===== config.mk =====
export PLATFORM = sky130hd
export DESIGN_NAME = pc_fetch_ctrl
export DESIGN_NICKNAME = d
export VERILOG_FILES = /design/src/rtl/pc_fetch_ctrl.sv
export SDC_FILE = /design/constraint.sdc
export NUM_CORES = 1
export LEC_CHECK = 0
export BUFFER_PORTS_ARGS = -buffer_cell sky130_fd_sc_hd__buf_2
export CAP_MARGIN = 25
export CORE_UTILIZATION = 40
export DETAILED_ROUTE_END_ITERATION = 7
export PLACE_DENSITY = 0.82
export SLEW_MARGIN = 10
export SYNTH_ARGS = -nofsm -noshare
export SYNTH_HDL_FRONTEND = slang
export SYNTH_SLANG_ARGS = --single-unit

===== constraint.sdc =====
create_clock -name clk -period 4.5 [get_ports clk]
set_input_delay 0.225 -clock clk [delete_from_list [all_inputs] [get_ports clk]]
set_output_delay 0.225 -clock clk [all_outputs]
set_load 0.005 [all_outputs]

===== src/rtl/pc_fetch_ctrl.sv =====
// Instruction-fetch sequencer: owns the PC, issues fetches, commits next PC.
// Optional retired-instruction counter: define PC_FETCH_CTRL_PERF_EN.
module pc_fetch_ctrl #(
    parameter logic [31:0] RESET_PC = 32'h8000_0000,
    parameter int unsigned MAX_WAIT = 15
) (
    input  logic        clk,
    input  logic        rst,
    output logic        imem_req,
    output logic [31:0] imem_addr,
    input  logic        imem_ack,
    input  logic [31:0] imem_rdata,
    output logic        inst_valid,
    output logic [31:0] inst,
    output logic [31:0] curr_pc,
    output logic        pc_ena,
    input  logic [31:0] next_pc,
    input  logic        exec_done,
    input  logic        halt_req,
    output logic        halted,
    output logic [1:0]  err_code,
    output logic [31:0] instret_cnt
);

    localparam logic [1:0] IDLE  = 2'd0;
    localparam logic [1:0] FETCH = 2'd1;
    localparam logic [1:0] EXEC  = 2'd2;
    localparam logic [1:0] HALT  = 2'd3;

    localparam logic [1:0] ERR_TIMEOUT  = 2'd1;
    localparam logic [1:0] ERR_MISALIGN = 2'd2;

    localparam logic [7:0] WAIT_LAST = 8'(MAX_WAIT - 1);

    logic [1:0]  state;
    logic [31:0] pc;
    logic [31:0] inst_q;
    logic [7:0]  wait_cnt;
    logic [1:0]  err_q;

    logic in_idle;
    logic in_fetch;
    logic in_exec;
    logic in_halt;
    logic timeout;
    logic misalign;

    assign in_idle  = (state == IDLE);
    assign in_fetch = (state == FETCH);
    assign in_exec  = (state == EXEC);
    assign in_halt  = (state == HALT);

    assign timeout  = (wait_cnt == WAIT_LAST);
    assign misalign = (next_pc[1:0] != 2'b00);

    // Handshake outputs come from registered state only.
    assign imem_req   = in_fetch;
    assign imem_addr  = pc;
    assign inst_valid = in_exec;
    assign pc_ena     = in_exec;
    assign halted     = in_halt;
    assign inst       = inst_q;
    assign curr_pc    = pc;
    assign err_code   = err_q;

    always_ff @(posedge clk or posedge rst) begin
        if (rst) begin
            state    <= IDLE;
            pc       <= RESET_PC;
            inst_q   <= '0;
            wait_cnt <= '0;
            err_q    <= '0;
        end else begin
            unique case (1'b1)
                in_idle: begin
                    state <= FETCH;
                end
                in_fetch: begin
                    if (imem_ack) begin
                        inst_q   <= imem_rdata;
                        wait_cnt <= '0;
                        state    <= EXEC;
                    end else if (timeout) begin
                        err_q <= ERR_TIMEOUT;
                        state <= HALT;
                    end else begin
                        wait_cnt <= wait_cnt + 8'd1;
                    end
                end
                in_exec: begin
                    // Halt request outranks a misaligned target.
                    if (exec_done) begin
                        if (halt_req) begin
                            state <= HALT;
                        end else if (misalign) begin
                            err_q <= ERR_MISALIGN;
                            state <= HALT;
                        end else begin
                            pc    <= next_pc;
                            state <= FETCH;
                        end
                    end
                end
                default: begin
                end
            endcase
        end
    end

`ifdef PC_FETCH_CTRL_PERF_EN
    logic        commit;
    logic [31:0] instret_q;

    assign commit = in_exec & exec_done & ~halt_req & ~misalign;

    always_ff @(posedge clk or posedge rst) begin
        if (rst) begin
            instret_q <= '0;
        end else if (commit) begin
            instret_q <= instret_q + 32'd1;
        end
    end

    assign instret_cnt = instret_q;
`else
    assign instret_cnt = 32'h0;
`endif

endmodule


Yosys cells after proc, flatten, opt, wreduce, memory -nomap -nowiden
Cells that the tools add are included.
- register bits after elaboration: 76
- input bits: 69
- output and inout port bits: 134
- word-level logic and storage cells: 42
- $add $sub $neg: 1
- eq/ne operators: 11
- mux-type cells: 14
- bitwise gates (word level): 2
- reduce and logical (&&, ||, !) cells: 9
- operators with widths (cell ; count):
    two-way mux 2 bit ; 10
    two-way mux 8 bit ; 2
    adder 8 x 1 -> 8 bit, second input constant ; 1
    equality test 8 x 4 -> 1 bit, second input constant ; 1
    != test 2 x 1 -> 1 bit, second input constant ; 3
    != test 2 bit, second input constant ; 3
    one-hot mux 2 bit (3 select lines) ; 1
    AND reduction 6 bit ; 1
    equality test 2 bit, second input constant ; 2
    one-hot mux 2 bit (2 select lines) ; 1
    AND reduction 2 bit ; 2
    AND reduction 4 bit ; 1
    nonzero test 2 bit ; 2
    != test 3 x 1 -> 1 bit, second input constant ; 1
    AND reduction 3 bit ; 1
    nonzero test 3 bit ; 1
    equality test 2 x 1 -> 1 bit, second input constant ; 1
    logical NOT 2 bit ; 1
    inverter 1 bit ; 2

Depth between registers and ports, before layout
- depth after elaboration: 5
- depth in mapped cells: 6
- gate-level depth less buffers: 6

Least setup slack after synthesis
OpenSTA, ideal clock, no wires.
- path type: register to register
- start: register state[0]
- end: register pc[10] (netlist: curr_pc[10])
- arrival: 1.658 ns
- required time: 4.375 ns
- setup slack: 2.717 ns
- cell stages (with the launch flop): 7
- clock period less this slack: 1.783 ns
- path through: dfrtp_1 -> inv_1 -> ha_1 -> nand3b_1 -> nor3_2 -> buf_2 -> mux2_2
- cells in the longest elaborated chain, start to end: 2
- RTL lines (item ; RTL line ; text):
    start, declared ; 35 ; logic [1:0] state;
    start signal, assigned ; 68 ; state <= IDLE;
    start signal, assigned ; 76 ; state <= FETCH;
    start signal, assigned ; 82 ; state <= EXEC;
    equality test 2 bit ; 50 ; assign in_exec = (state == EXEC);
    via inst_valid ; 13 ; output logic inst_valid,
    AND reduction 4 bit (no line) ; -- ;
    end signal, assigned ; 99 ; pc <= next_pc;
    end, declared ; 36 ; logic [31:0] pc;
The timed path passes the listed nets, and every way through them passes these cells.
A chain may end at the register's enable or synchronous reset.

Worst setup path in the final report
- start: register state[0]
- end: register pc[15] (netlist: curr_pc[15])
- cells in the longest elaborated chain, start to end: 2
- RTL lines (item ; RTL line):
    equality test 2 bit ; 50
    AND reduction 4 bit (no line) ; --
Every way passes these cells.

==> insert_results.sql <==
INSERT INTO impl_metrics (metric_group, metric, value, unit) VALUES
('flow_run', 'max-cap-violations', '0', ''),
('power', 'switching_share', '0.295', ''),
('placed_design', 'dp.final_hpwl', '5.20', 'mm'),
('power', 'seqPwrFrac', '0.418', ''),
('timing', 'finalHoldViolations', '9', ''),
('timing', 'worstMarginPinSlew', '0.687', 'ns'),
('timing', 'whs', '-0.0124', 'ns'),
('synth', 'synth_adder_area_share', '0.0176', ''),
('floorplan', 'core-area', '8680', 'um2'),
('synth', 'synth.lib_cells_used.distinct', '37', ''),
('cts', 'post_cts_hold_buffer_count', '0', ''),
('critical_path', 'setup.worst_path.start', 'state[0]', ''),
('final_layout', 'final_net_count', '496', ''),
('synth', 'synthTopCellsByCount', '75 x dfrtp_1, 65 x buf_4, 61 x mux2_2', ''),
('synth', 'synth_compound_area_frac', '0.0365', ''),
('global_routing', 'grt_max_degree', '45', ''),
('synth', 'yosysTopAreaCell', 'dfrtp_1', ''),
('floorplan', 'ioPinCount', '203', ''),
('outcome', 'run_status', 'finished, violations left', ''),
('power', 'power_switching', '0.820', 'mW'),
('synth', 'synth-seq-cells', '76', ''),
('floorplan', 'die_area', '9290', 'um2'),
('final_layout', 'multi_input_logic_area', '1240', 'um2'),
('final_layout', 'areaGrowthSynthToFinish', '24.4', '%'),
('synth', 'ys_seq_area_frac', '0.534', ''),
('synth', 'synth_most_common_cell', 'dfrtp_1', ''),
('synth', 'synth.top_cells.by_area', 'dfrtp_1 53%, mux2_2 19%, buf_4 14%, ha_1 1.8%, o21ai_0 1.1%', ''),
('critical_path', 'arrival_time_at_the_worst_endpoint', '2.19', 'ns'),
('timing', 'timing.final.crit_period', '1.98', 'ns'),
('critical_path', 'worstReg2RegEnd', 'curr_pc[15]', ''),
('floorplan', 'chipWidth', '96.4', 'um'),
('routing', 'detail_route.iter0.violations', '37', ''),
('floorplan', 'std_cell_rows', '34', ''),
('routing', 'drt-wirelength-per-cell', '12.9', 'um'),
('critical_path', 'worstReg2RegStart', 'state[0]', ''),
('final_layout', 'final_design_area_no_fill', '4430', 'um2'),
('cts', 'clockRootBuffer', 'clkbuf_8', ''),
('floorplan', 'chipHeight', '96.4', 'um'),
('floorplan', 'start_util', '0.410', ''),
('power', 'clock_network_fraction_of_total_power', '0.235', ''),
('synth', 'multiplexer_fraction_of_the_synthesized_cell_area', '0.199', ''),
('routing', 'avgViaCountPerCell', '4.69', ''),
('cts', 'cts_sinks', '76', ''),
('cts', 'ctsLongestPathBuffers', '2', ''),
('outcome', 'violations_in_the_final_reports', 'negative hold slack', ''),
('placed_design', 'placement.io_buffers', '170', ''),
('timing', 'rsz_0062_raised_after_global_routing', 'false', ''),
('synth', 'synthFlopType', 'dfrtp_1', ''),
('cts', 'post_cts.resized_instances', '0', ''),
('timing', 'worst_slew_slack_as_a_fraction_of_its_limit', '0.541', ''),
('final_layout', 'num-fill-cells', '795', ''),
('power', 'p_per_area', '628', 'nW/um2'),
('synth', 'synth_xor_xnor_area_share', '0.00492', ''),
('routing', 'vias', '2506', ''),
('final_layout', 'seqCellArea', '1900', 'um2'),
('global_routing', 'grt_first_pass_wirelength', '10.3', 'mm'),
('routing', 'drt-pass1-iter-count', '4', ''),
('timing', 'final-setup-viol-count', '0', ''),
('power', 'pwr-share-comb', '0.347', ''),
('routing', 'drc_errors', '0', ''),
('synth', 'largest_family_of_logic_cells_by_synthesized_area', 'multiplexers', ''),
('critical_path', 'reg2reg_slack', '2.52', 'ns'),
('cts', 'cts_inserted_buffers', '9', ''),
('power', 'static_leakage_power', '2.43', 'nW'),
('power', 'overall_power', '2.78', 'mW'),
('critical_path', 'worstSetupEndpointType', 'flip-flop', ''),
('critical_path', 'critical_path_required', '4.71', 'ns'),
('global_routing', 'grt_pass1_vias', '2249', ''),
('cts', 'clock_insertion_delay_at_the_later_pin_of_the_skew_report', '0.33', 'ns'),
('cts', 'cts.repair_timing.setup_buffer_count', '0', ''),
('global_routing', 'grt_antenna_before_repair', '0', '');
[cell usage in the layout (no fill, tap or decap), drive strengths merged]
cell and instances:
nor3b 1, mux2 63, nor2b 2, conb 32, a31o 1, dfstp 1, a21o 1, or3 1
and3 1, o31ai 1, nor2 4, nand4 1, o211ai 1, a21oi 4, nand4bb 1, and4 1
dfrtp 75, nand2 8, clkinv 1, and4bb 1, buf 173, o311a 1, a311o 1, or4b 1
ha 5, nor3 1, clkbuf 10, nand3 6, inv 7, o21ai 8, o21bai 1, xor2 2
nor4 1, nand3b 2, o2bb2ai 1, or4 1, bufinv 4
[cell type report]
class,count,share of cell area
Tap cell,108,0.0305
Clock inverter,5,0.0282
Sequential cell,76,0.429
Timing Repair Buffer,173,0.197
Multi-Input combinational cell,155,0.280
Inverter,7,0.00593
Clock buffer,10,0.0288
[worst max path at each step]
stage | endpoint | slack [ns] | cells after the start
2_1_floorplan | curr_pc[0] | 2.34 | 1
3_3_place_gp | curr_pc[29] | 2.62 | 6
3_5_place_dp | curr_pc[15] | 2.53 | 6
4_1_cts | curr_pc[15] | 2.51 | 6
5_1_grt | curr_pc[25] | 2.36 | 6
6_report | curr_pc[15] | 2.52 | 6
[critical path, cell delays in order (launching register included)]
cell	delay, ns
dfrtp_1	0.41
inv_1	0.09
ha_1	0.26
nand3b_1	0.19
nor3_4	0.14
buf_4	0.37
mux2_2	0.39
[cells by family after synthesis]
kind of cell    count (synthesis)
compound gates                 20
xor+xnor                        2
fa+ha+maj                       5
buf+inv                        78
flops                          76
mux                            63
other cells                     1
simple gates                   33
[flip-flops by register name (all words and copies together) (netlist names)]
name	flops
err_code	2
wait_cnt	8
state	2
inst	32
curr_pc	32
[metal layers]
layer | part of all wire | vias to the layer above | GRT usage
met5 | 0 | - | 0
met4 | 0.019 | 0 | 0.0650
met3 | 0.073 | 12 | 0.0360
met2 | 0.52 | 134 | 0.259
met1 | 0.39 | 1211 | 0.167
li1 | - | 1149 | -
[stage by stage]
step | worst slack (ns) | instances | util
2_1_floorplan | 2.34 | 309 | -
3_3_place_gp | 2.62 | 519 | 0.482
3_5_place_dp | 2.53 | 519 | 0.482
4_1_cts | 2.51 | 534 | 0.511
5_1_grt | 2.36 | 534 | 0.511
6_report | 2.52 | 534 | 0.511
[power groups by stage]
| stage | registers (mW) | clock network, mW | logic, mW |
|---|---|---|---|
| after floorplan | 1.18 | 0 | 0.638 |
| after global placement | 1.16 | 0 | 0.954 |
| after detailed placement | 1.18 | 0 | 0.983 |
| after CTS | 1.17 | 0.677 | 0.983 |
| after global routing | 1.21 | 0.702 | 1.10 |
| final | 1.16 | 0.654 | 0.967 |
No activity file was read; power rests on OpenSTA's default activity.
